$ cat src/rtl/game_logic.sv
// Tetris game controller: owns the falling piece, validates moves against an
// external 10x20 board RAM, locks pieces, clears full rows and keeps score.
module game_logic (
  input  logic       CLOCK_50,
  input  logic       resetn,
  input  logic       left_final,
  input  logic       right_final,
  input  logic       rot_final,
  input  logic       tick_gravity,
  input  logic       board_rdata,
  output logic [3:0] board_rx,
  output logic [4:0] board_ry,
  output logic       board_we,
  output logic [3:0] board_wx,
  output logic [4:0] board_wy,
  output logic       board_wdata,
  output logic [4:0] score,
  output logic       move_accept,
  output logic [3:0] cur_x,
  output logic [4:0] cur_y,
  output logic [9:0] LEDR
);

  typedef enum logic [3:0] {
    S_BOOT, S_INIT, S_SPAWN, S_PLAY, S_CHECK, S_COMMIT,
    S_LOCK, S_SCAN, S_SHIFT, S_ZERO, S_GAMEOVER
  } state_e;

  typedef enum logic [1:0] {REQ_SPAWN, REQ_GRAV, REQ_SIDE} req_e;

  state_e     state_q, state_d;
  req_e       req_q, req_d;
  logic [3:0] cur_x_q, cur_x_d, cand_x_q, cand_x_d, col_q, col_d;
  logic [4:0] cur_y_q, cur_y_d, cand_y_q, cand_y_d, row_q, row_d, sy_q, sy_d;
  logic [4:0] score_q, score_d;
  logic [1:0] rot_q, rot_d, cand_rot_q, cand_rot_d, k_q, k_d;
  logic [2:0] type_q, type_d, next_type_q, next_type_d;
  logic       ph_q, ph_d, acc_q, acc_d;

  logic [3:0] px, off;
  logic [4:0] py;
  logic [1:0] prot;
  logic [5:0] cx, cy;
  logic       fail;

  // Returns {dx,dy} of cell k for piece t after r clockwise rotations.
  function automatic logic [3:0] cell_off(input logic [2:0] t, input logic [1:0] r,
                                          input logic [1:0] k);
    logic [15:0] shp, shifted;
    logic [1:0]  dx, dy;
    logic [3:0]  res;
    case (t)
      3'd0:    shp = 16'h159D;
      3'd1:    shp = 16'h596A;
      3'd2:    shp = 16'h1596;
      3'd3:    shp = 16'h5926;
      3'd4:    shp = 16'h156A;
      3'd5:    shp = 16'h159A;
      default: shp = 16'h1592;
    endcase
    shifted = shp >> {2'd3 - k, 2'b00};
    dx = shifted[3:2];
    dy = shifted[1:0];
    case (r)
      2'd0:    res = {dx, dy};
      2'd1:    res = {2'd3 - dy, dx};
      2'd2:    res = {2'd3 - dx, 2'd3 - dy};
      default: res = {dy, 2'd3 - dx};
    endcase
    return res;
  endfunction

  always_ff @(posedge CLOCK_50 or negedge resetn) begin
    if (!resetn) begin
      state_q     <= S_BOOT;
      req_q       <= REQ_SPAWN;
      cur_x_q     <= 4'd3;
      cur_y_q     <= '0;
      rot_q       <= '0;
      type_q      <= '0;
      next_type_q <= '0;
      cand_x_q    <= 4'd3;
      cand_y_q    <= '0;
      cand_rot_q  <= '0;
      col_q       <= '0;
      row_q       <= '0;
      sy_q        <= '0;
      k_q         <= '0;
      ph_q        <= 1'b0;
      score_q     <= '0;
      acc_q       <= 1'b0;
    end else begin
      state_q     <= state_d;
      req_q       <= req_d;
      cur_x_q     <= cur_x_d;
      cur_y_q     <= cur_y_d;
      rot_q       <= rot_d;
      type_q      <= type_d;
      next_type_q <= next_type_d;
      cand_x_q    <= cand_x_d;
      cand_y_q    <= cand_y_d;
      cand_rot_q  <= cand_rot_d;
      col_q       <= col_d;
      row_q       <= row_d;
      sy_q        <= sy_d;
      k_q         <= k_d;
      ph_q        <= ph_d;
      score_q     <= score_d;
      acc_q       <= acc_d;
    end
  end

  // LOCK writes the committed piece; CHECK probes the candidate.
  always_comb begin
    px   = (state_q == S_LOCK) ? cur_x_q : cand_x_q;
    py   = (state_q == S_LOCK) ? cur_y_q : cand_y_q;
    prot = (state_q == S_LOCK) ? rot_q   : cand_rot_q;
    off  = cell_off(type_q, prot, k_q);
    cx   = {2'b00, px} + {4'b0000, off[3:2]};
    cy   = {1'b0, py} + {4'b0000, off[1:0]};
  end

  always_comb begin
    state_d     = state_q;
    req_d       = req_q;
    cur_x_d     = cur_x_q;
    cur_y_d     = cur_y_q;
    rot_d       = rot_q;
    type_d      = type_q;
    next_type_d = next_type_q;
    cand_x_d    = cand_x_q;
    cand_y_d    = cand_y_q;
    cand_rot_d  = cand_rot_q;
    col_d       = col_q;
    row_d       = row_q;
    sy_d        = sy_q;
    k_d         = k_q;
    ph_d        = ph_q;
    score_d     = score_q;
    acc_d       = 1'b0;
    fail        = 1'b0;
    board_rx    = '0;
    board_ry    = '0;
    board_we    = 1'b0;
    board_wx    = '0;
    board_wy    = '0;
    board_wdata = 1'b0;

    unique case (state_q)
      S_BOOT: begin
        col_d   = '0;
        row_d   = '0;
        state_d = S_INIT;
      end
      S_INIT: begin
        board_we = 1'b1;
        board_wx = col_q;
        board_wy = row_q;
        if (col_q == 4'd9) begin
          col_d = '0;
          if (row_q == 5'd19) state_d = S_SPAWN;
          else                row_d   = row_q + 5'd1;
        end else begin
          col_d = col_q + 4'd1;
        end
      end
      S_SPAWN: begin
        type_d      = next_type_q;
        next_type_d = (next_type_q == 3'd6) ? '0 : next_type_q + 3'd1;
        cur_x_d     = 4'd3;
        cur_y_d     = '0;
        rot_d       = '0;
        cand_x_d    = 4'd3;
        cand_y_d    = '0;
        cand_rot_d  = '0;
        req_d       = REQ_SPAWN;
        k_d         = '0;
        ph_d        = 1'b0;
        state_d     = S_CHECK;
      end
      S_PLAY: begin
        cand_x_d   = cur_x_q;
        cand_y_d   = cur_y_q;
        cand_rot_d = rot_q;
        req_d      = REQ_SIDE;
        k_d        = '0;
        ph_d       = 1'b0;
        if (tick_gravity) begin
          cand_y_d = cur_y_q + 5'd1;
          req_d    = REQ_GRAV;
          state_d  = S_CHECK;
        end else if (rot_final) begin
          cand_rot_d = rot_q + 2'd1;
          state_d    = S_CHECK;
        end else if (left_final) begin
          cand_x_d = cur_x_q - 4'd1;
          state_d  = S_CHECK;
        end else if (right_final) begin
          cand_x_d = cur_x_q + 4'd1;
          state_d  = S_CHECK;
        end
      end
      S_CHECK: begin
        if (!ph_q) begin
          // A left move from column 0 wraps to 15 and fails here.
          if (cx > 6'd9 || cy > 6'd19) begin
            fail = 1'b1;
          end else begin
            board_rx = cx[3:0];
            board_ry = cy[4:0];
            ph_d     = 1'b1;
          end
        end else begin
          ph_d = 1'b0;
          if (board_rdata)        fail    = 1'b1;
          else if (k_q == 2'd3)   state_d = S_COMMIT;
          else                    k_d     = k_q + 2'd1;
        end
        if (fail) begin
          case (req_q)
            REQ_SPAWN: state_d = S_GAMEOVER;
            REQ_GRAV: begin
              k_d     = '0;
              state_d = S_LOCK;
            end
            default:   state_d = S_PLAY;
          endcase
        end
      end
      S_COMMIT: begin
        cur_x_d = cand_x_q;
        cur_y_d = cand_y_q;
        rot_d   = cand_rot_q;
        acc_d   = (req_q != REQ_SPAWN);
        state_d = S_PLAY;
      end
      S_LOCK: begin
        board_we    = 1'b1;
        board_wx    = cx[3:0];
        board_wy    = cy[4:0];
        board_wdata = 1'b1;
        if (k_q == 2'd3) begin
          row_d   = 5'd19;
          col_d   = '0;
          ph_d    = 1'b0;
          state_d = S_SCAN;
        end else begin
          k_d = k_q + 2'd1;
        end
      end
      S_SCAN: begin
        if (!ph_q) begin
          board_rx = col_q;
          board_ry = row_q;
          ph_d     = 1'b1;
        end else begin
          ph_d = 1'b0;
          if (!board_rdata) begin
            col_d = '0;
            if (row_q == 5'd0) state_d = S_SPAWN;
            else               row_d   = row_q - 5'd1;
          end else if (col_q == 4'd9) begin
            col_d   = '0;
            sy_d    = row_q;
            state_d = (row_q == 5'd0) ? S_ZERO : S_SHIFT;
          end else begin
            col_d = col_q + 4'd1;
          end
        end
      end
      S_SHIFT: begin
        if (!ph_q) begin
          board_rx = col_q;
          board_ry = sy_q - 5'd1;
          ph_d     = 1'b1;
        end else begin
          ph_d        = 1'b0;
          board_we    = 1'b1;
          board_wx    = col_q;
          board_wy    = sy_q;
          board_wdata = board_rdata;
          if (col_q == 4'd9) begin
            col_d = '0;
            if (sy_q == 5'd1) state_d = S_ZERO;
            else              sy_d    = sy_q - 5'd1;
          end else begin
            col_d = col_q + 4'd1;
          end
        end
      end
      S_ZERO: begin
        board_we = 1'b1;
        board_wx = col_q;
        board_wy = '0;
        if (col_q == 4'd9) begin
          // row_q is untouched so the cleared row is rescanned.
          col_d   = '0;
          ph_d    = 1'b0;
          score_d = (score_q == 5'd31) ? score_q : score_q + 5'd1;
          state_d = S_SCAN;
        end else begin
          col_d = col_q + 4'd1;
        end
      end
      S_GAMEOVER: ;
      default:    state_d = S_BOOT;
    endcase
  end

  assign score       = score_q;
  assign move_accept = acc_q;
  assign cur_x       = cur_x_q;
  assign cur_y       = cur_y_q;
  assign LEDR        = {state_q == S_GAMEOVER,
                        !(state_q inside {S_BOOT, S_PLAY, S_GAMEOVER}),
                        type_q, score_q};

endmodule

$ cat config.mk
export PLATFORM = sky130hd
export DESIGN_NAME = game_logic
export DESIGN_NICKNAME = d
export VERILOG_FILES = /design/src/rtl/game_logic.sv
export SDC_FILE = /design/constraint.sdc
export NUM_CORES = 1
export LEC_CHECK = 0
export ABC_CLOCK_PERIOD_IN_PS = 6400
export BUFFER_PORTS_ARGS = -buffer_cell sky130_fd_sc_hd__buf_2
export CORE_UTILIZATION = 45
export DETAILED_ROUTE_END_ITERATION = 7
export PLACE_DENSITY_LB_ADDON = 0.15
export SLEW_MARGIN = 15
export SYNTH_ARGS = -nofsm -noshare
export SYNTH_HDL_FRONTEND = slang
export SYNTH_SLANG_ARGS = --single-unit
$ cat constraint.sdc
create_clock -name CLOCK_50 -period 6.4 [get_ports CLOCK_50]
set_input_delay 0.64 -clock CLOCK_50 [delete_from_list [all_inputs] [get_ports CLOCK_50]]
set_output_delay 0.64 -clock CLOCK_50 [all_outputs]
set_load 0.01 [all_outputs]
## After elaboration in Yosys (flattened, before gate mapping)

Cells that the tools add are included.

- Shifts and indexed selects: 1
- Add/subtract/negate cells: 16
- Bitwise logic cells: 2
- Reductions and logical operators: 26
- Eq/ne operators: 44
- Magnitude comparators: 2
- Muxes and demuxes: 97

Operator list:

| cell | count |
|---|---|
| two-way mux 4 bit | 33 |
| two-way mux 5 bit | 19 |
| one-hot mux 15 bit (6 select lines) | 1 |
| one-hot mux 4 bit (11 select lines) | 1 |
| one-hot mux 4 bit (2 select lines) | 4 |
| one-hot mux 5 bit (2 select lines) | 3 |
| one-hot mux 5 bit (3 select lines) | 2 |
| != test 2 bit (second input constant) | 13 |
| one-hot mux 4 bit (3 select lines) | 2 |
| one-hot mux 4 bit (5 select lines) | 1 |
| one-hot mux 5 bit (4 select lines) | 1 |
| two-way mux 2 bit | 9 |
| == test 4 x 3 -> 1 bit (second input constant) | 4 |
| == test 4 bit (second input constant) | 4 |
| right shift 16 x 4 -> 4 bit | 1 |
| adder 5 x 1 -> 5 bit (second input constant) | 3 |
| != test 3 bit (second input constant) | 5 |
| AND reduction 15 bit | 1 |
| AND reduction 7 bit | 2 |
| two-way mux 1 bit | 13 |
| one-hot mux 2 bit (2 select lines) | 3 |
| == test 5 bit (second input constant) | 2 |
| nonzero test 5 bit | 2 |
| subtractor 5 x 1 -> 5 bit (second input constant) | 2 |
| other kinds (37) | 57 |

- Register bits after elaboration: 57
- Word-level logic and storage cells: 205
- Output and inout bits: 45
- Bits of input ports: 7

## Logic depth before layout (Yosys ltp)

- Depth after elaboration: 13
- Gate-level depth with buffers: 16
- Depth with buffers taken out: 16

## Worst setup path after synthesis

Ideal clock, no wire load.

- Path type: flip-flop to output port
- From: register state_q[3]
- To: output board_rx[0]
- Cell stages (with the launch flop): 14
- Required time: 5.760 ns
- Arrival time: 3.617 ns
- Buffers on the path: 2
- Setup slack: 2.143 ns
- Path through: dfrtp_1 > and4bb_1 > buf_6 > clkbuf_1 > mux2i_1 > xnor2_1 > ha_1 > fa_1 > xnor2_1 > nor2_1 > or3_1 > o2bb2ai_1 > nor2_1 > a22o_1

- Word-level cells in the longest chain between the ends: 10
- Elaborated cells between the ends (all ways): 20
- Classes of those cells: add/sub (2); order compare (2); eq/ne (6); mux (7); reduce/logical (3)

RTL lines:

| what | line | text |
|---|---|---|
| start, declared | 31 | `state_e state_q, state_d;` |
| start signal, assigned | 93 | `state_q <= state_d;` |
| == test 4 x 3 -> 1 bit | 115, 116, 117 |  |
| two-way mux 2 bit | 117 | `prot = (state_q == S_LOCK) ? rot_q : cand_rot_q;` |
| == test 2 bit (tied with other cells) | 64 | `case (r)` |
| one-hot mux 4 bit (3 select lines) | 64 |  |
| adder 5 x 2 -> 6 bit / adder 4 x 2 -> 5 bit (equally long branches) | 120, 119 |  |
| > comparator 6 x 5 -> 1 bit / > comparator 5 x 4 -> 1 bit (equally long branches) | 206 | `if (cx > 6'd9 \|\| cy > 6'd19) begin` |
| logical OR 1 bit | 206 |  |
| two-way mux 4 bit | 206 |  |
| two-way mux 4 bit | 204 | `if (!ph_q) begin` |
| one-hot mux 4 bit (2 select lines) (*) | 149 | `unique case (state_q)` |
| end, declared | 11 | `output logic [3:0] board_rx,` |

Every way passes the cells marked *; elsewhere a longest branch is shown, timed or not.

## Final worst setup path

- From: register state_q[1]
- To: output board_ry[2]

- Word-level cells in the longest chain between the ends: 10
- Elaborated cells between the ends (all ways): 19
- Classes of those cells: add/sub (2); order compare (2); eq/ne (6); mux (7); reduce/logical (2)

RTL lines:

| what | line | text |
|---|---|---|
| == test 4 x 3 -> 1 bit | 115, 116, 117 |  |
| two-way mux 2 bit | 117 |  |
| == test 2 bit (tied with other cells) | 64 |  |
| one-hot mux 4 bit (3 select lines) | 64 |  |
| adder 5 x 2 -> 6 bit / adder 4 x 2 -> 5 bit (equally long branches) | 120, 119 |  |
| > comparator 6 x 5 -> 1 bit / > comparator 5 x 4 -> 1 bit (equally long branches) | 206 |  |
| logical OR 1 bit | 206 |  |
| two-way mux 5 bit | 206 |  |
| two-way mux 5 bit | 204 |  |
| one-hot mux 5 bit (3 select lines) (*) | 149 |  |
| end, declared | 12 | `output logic [4:0] board_ry,` |

Marks and branches as above.

==> run_results.csv <==
group,metric,value,unit
global_routing,grt_antenna_before_repair,0,
floorplanning,row_count,35,
hold_path,hold_path_class,"in -> async",
worst_setup_path,startpoint,"state_q[1]",
global_routing,grtUsageTotal,23.96,%
routing,wirelength,11.29,mm
routing,top_layer_used,"met4",
layout,syn_to_final_growth,11.37,%
floorplanning,ios,52,
global_routing,grt_max_degree,58,
cts,cts_buffers,9,
floorplanning,dieWidth,100.0,µm
logic_synthesis,yosysWarningCount,0,
worst_setup_path,cp_slowest_stage_delay,0.76,ns
logic_synthesis,synth_cells,526,
floorplanning,die-area,0.01001,mm²
logic_synthesis,synth-async-reset-ratio,100.0,%
timing,fin_crit,5.522,ns
power_and_ir_drop,vdd_drop_max,0.0001970,V
timing,hold_viol_final,0,
timing,slew_headroom,30.93,%
cts,cts_root_buf,"clkbuf_8",
routing,drc,0,
layout,n_fill_cell,935,
timing,hold_slack,0.4458,ns
outcome,status,"finished, final reports clean",
cts,ctsHoldBuffers,0,
routing,dr_total_vias,3991,
power_and_ir_drop,power.density,454.0,mW/mm²
logic_synthesis,synth_edf_count,0,
routing,m1WireLength,5.210,mm
worst_setup_path,arrival,4.88,ns
floorplanning,die_y,100.0,µm
cts,cts_tree,"yes",
worst_setup_path,regToRegSetupSlack,1.74,ns
logic_synthesis,synth_seq_cells,57,
cts,clock_latency,0.34,ns
worst_setup_path,required,5.76,ns
timing,clock.fmax,181.1,MHz
worst_setup_path,critPathSlowestCell,"dfrtp_1",
timing,rsz0062_at_grt,"no",
global_routing,grt_pass1_wl,18.65,mm
layout,nets,579,
cts,cts_post_setup_buffers_inserted,0,
worst_setup_path,rr_endpoint,"k_q[0]",
worst_setup_path,end_kind,"primary output",
floorplanning,core-area,0.009284,mm²
worst_setup_path,crit_path_cell_trace,"and4bb_1 > mux2i_1 > nor2_1 > a21oi_1 > xnor2_1 > ha_1 > fa_1 > xnor2_1 > nor2_1 > or3_1 > o2bb2ai_1 > nor2_1 > buf_4 > nand2_1 > o21ai_0 > buf_2",
layout,final_util,51.87,%
worst_setup_path,reg2reg_from,"state_q[1]",
worst_setup_path,r2r.worst_path.cells,14,
routing,antenna_left,0,
power_and_ir_drop,leakage,0.002215,µW
logic_synthesis,seq_area_frac_synth,33.10,%
floorplanning,initial_core_util,46.58,%
cts,cts_resized,0,
placed_design,numPortBuffers,51,
worst_setup_path,endpoint,"board_ry[2]",
worst_setup_path,cp.depth,16,
layout,drive_gt1_share,16.96,%
logic_synthesis,syn_avg_cell_area,8.221,µm²
cts,clockBufferDepth,2,
routing,met3_length,607,µm
layout,antennaDiodeCount,0,
worst_setup_path,crit_path_frequent_cell,"nor2_1",
logic_synthesis,synth_area,0.004324,mm²
routing,drtPass1Iterations,5,
global_routing,grt_pass1_vias,3675,
timing,final.period_utilization,86.27,%
routing,met2_length,5.279,mm
logic_synthesis,ys_types,67,
timing,setup_tns,0,ns
worst_setup_path,crit_buf_inv,2,
worst_setup_path,start_kind,"flop",
routing,drt_iter0_drc,189,
cts,htreeDepth,3,
cts,clk_pin_slew,0.07,ns
placed_design,place.gp.congestion,0.8438,
worst_setup_path,criticalPathCategory,"reg -> out",
logic_synthesis,synth_flop_cell,"dfrtp_1",
timing,worst_pin_slew,1.034,ns
cts,clock_sinks,57,
timing,setup_viol,0,
routing,post_drt_via_cell_ratio,5.792,
flow_run,max_cap_violations,0,
placed_design,dp_hpwl,8.192,mm
global_routing,overflow,0,
logic_synthesis,synthesis.nets,550,
routing,wire_per_inst,16.39,µm
worst_setup_path,crit_family,"simple AND/OR/NAND/NOR gates",
worst_setup_path,cp_max_fo,24,
timing,skew,0.01240,ns
timing,report.final.slew_viol_count,0,
metrics by stage:
stage / cells / power [µW] / setup slack, ns / instance area (µm²)
5_1_grt: 689 / 2370 / 0.4856 / 4816
4_1_cts: 689 / 2180 / 0.8721 / 4806
3_5_place_dp: 673 / 1823 / 1.244 / 4607
2_1_floorplan: 526 / 1512 / 2.143 / 4324
3_3_place_gp: 673 / 1798 / 1.402 / 4607
6_report: 689 / 2186 / 0.8784 / 4816
cell type report:
| cell class | instances | area [µm²] | share of cell area (%) |
|---|---|---|---|
| tap | 129 | 161.4 | 3.352 |
| sequential | 57 | 1431 | 29.72 |
| clock buffer | 13 | 158.9 | 3.300 |
| timing repair buffer | 57 | 300.3 | 6.235 |
| inverter | 17 | 63.81 | 1.325 |
| clock inverter | 3 | 40.04 | 0.8314 |
| multi-input combinational | 413 | 2660 | 55.24 |
Yosys cell counts, types with 3 or more instances:
| cell | instances | area (µm²) |
|---|---|---|
| o22ai_1 | 6 | 37.54 |
| o21ai_0 | 48 | 240.2 |
| a22oi_1 | 7 | 52.55 |
| a222oi_1 | 4 | 40.04 |
| nand4_1 | 6 | 37.54 |
| fa_1 | 3 | 60.06 |
| or3_1 | 6 | 37.54 |
| o22a_1 | 3 | 26.28 |
| or2_2 | 3 | 18.77 |
| o21ai_1 | 3 | 15.01 |
| dfstp_2 | 4 | 105.1 |
| mux2_2 | 7 | 78.83 |
| nor2_1 | 46 | 172.7 |
| clkbuf_1 | 29 | 108.9 |
| nor3b_1 | 4 | 30.03 |
| nor2b_1 | 8 | 50.05 |
| inv_1 | 17 | 63.81 |
| buf_4 | 6 | 45.04 |
| a21oi_1 | 36 | 180.2 |
| xor2_1 | 16 | 140.1 |
| nor3_1 | 14 | 70.07 |
| xnor2_1 | 11 | 96.34 |
| a22o_1 | 15 | 131.4 |
| o31ai_1 | 4 | 30.03 |
| mux2i_1 | 8 | 80.08 |
| dfrtp_1 | 53 | 1326 |
| nand2b_1 | 15 | 93.84 |
| ha_1 | 14 | 175.2 |
| and3_1 | 3 | 18.77 |
| a21o_1 | 6 | 45.04 |
| a31oi_1 | 9 | 56.30 |
| nand2_1 | 64 | 240.2 |
| nand3_1 | 7 | 35.03 |
how the worst min path moves through the flow:
stage / end / slack, ns / cells after the start
after floorplan: cand_rot_q[0] / 0.34 / 0
after global placement: score[3] / 0.49 / 1
after detailed placement: req_q[0] / 0.49 / 2
after CTS: sy_q[0] / 0.48 / 2
after global routing: sy_q[0] / 0.53 / 2
final: sy_q[2] / 0.45 / 2
placed cells by master (no fill, tap or decap), types with 3 or more instances in the layout:
cell type  synthesis  final
nor2b_1            8      8
or2_2              3      3
fa_1               3      3
mux2_2             7      7
nand2b_1          15     15
nor3_1            14     12
inv_1             17     17
o22a_1             3      3
a22o_1            15     15
nand2_1           64     64
dfrtp_1           53     53
and3_1             3      3
o31ai_1            4      4
clkbuf_8           0     11
o22ai_1            6      6
ha_1              14     14
or3_1              6      6
mux2i_1            8      8
o21ai_0           48     48
a21oi_1           36     36
xor2_1            16     16
nor3b_1            4      4
a21o_1             6      6
a31oi_1            9      9
nand3_1            7      7
buf_4              6      6
xnor2_1           11     11
nor2_1            46     46
buf_2              2     51
a22oi_1            7      7
a222oi_1           4      4
nand4_1            6      6
dfstp_2            4      4
o21ai_1            3      3
layer usage:
metal | global-route usage [%] | vias to the layer above
li1 | - | 1943
met3 | 3.273 | 17
met5 | 0 | -
met4 | 8.138 | 0
met1 | 33.02 | 1897
met2 | 38.89 | 134
registers in the layout (all words and copies together), names as in the netlist:
register	cells
type_q	3
req_q	2
sy_q	5
next_type_q	3
k_q	2
cur_y	5
move_accept	1
state_q	4
cur_x	4
cand_x_q	4
score	5
cand_y_q	5
cand_rot_q	2
ph_q	1
row_q	5
col_q	4
rot_q	2
report_power, final:
group | leakage (µW) | internal (µW) | switching [µW] | total, µW
clock network | 0.000103 | 200 | 150 | 351
registers | 0.000752 | 460 | 172 | 632
logic | 0.00136 | 490 | 714 | 1200
total | 0.00221 | 1150 | 1040 | 2190
kinds of logic after synthesis:
family	share of synthesized area, %
buffers and inverters	5.613
adders and majority gates	5.440
AOI/OAI and AO/OA	24.28
and+or+nand+nor	21.56
xor gates and xnor gates	5.469
muxes	4.543
DFF	33.10
(Power assumes the default switching activity.)
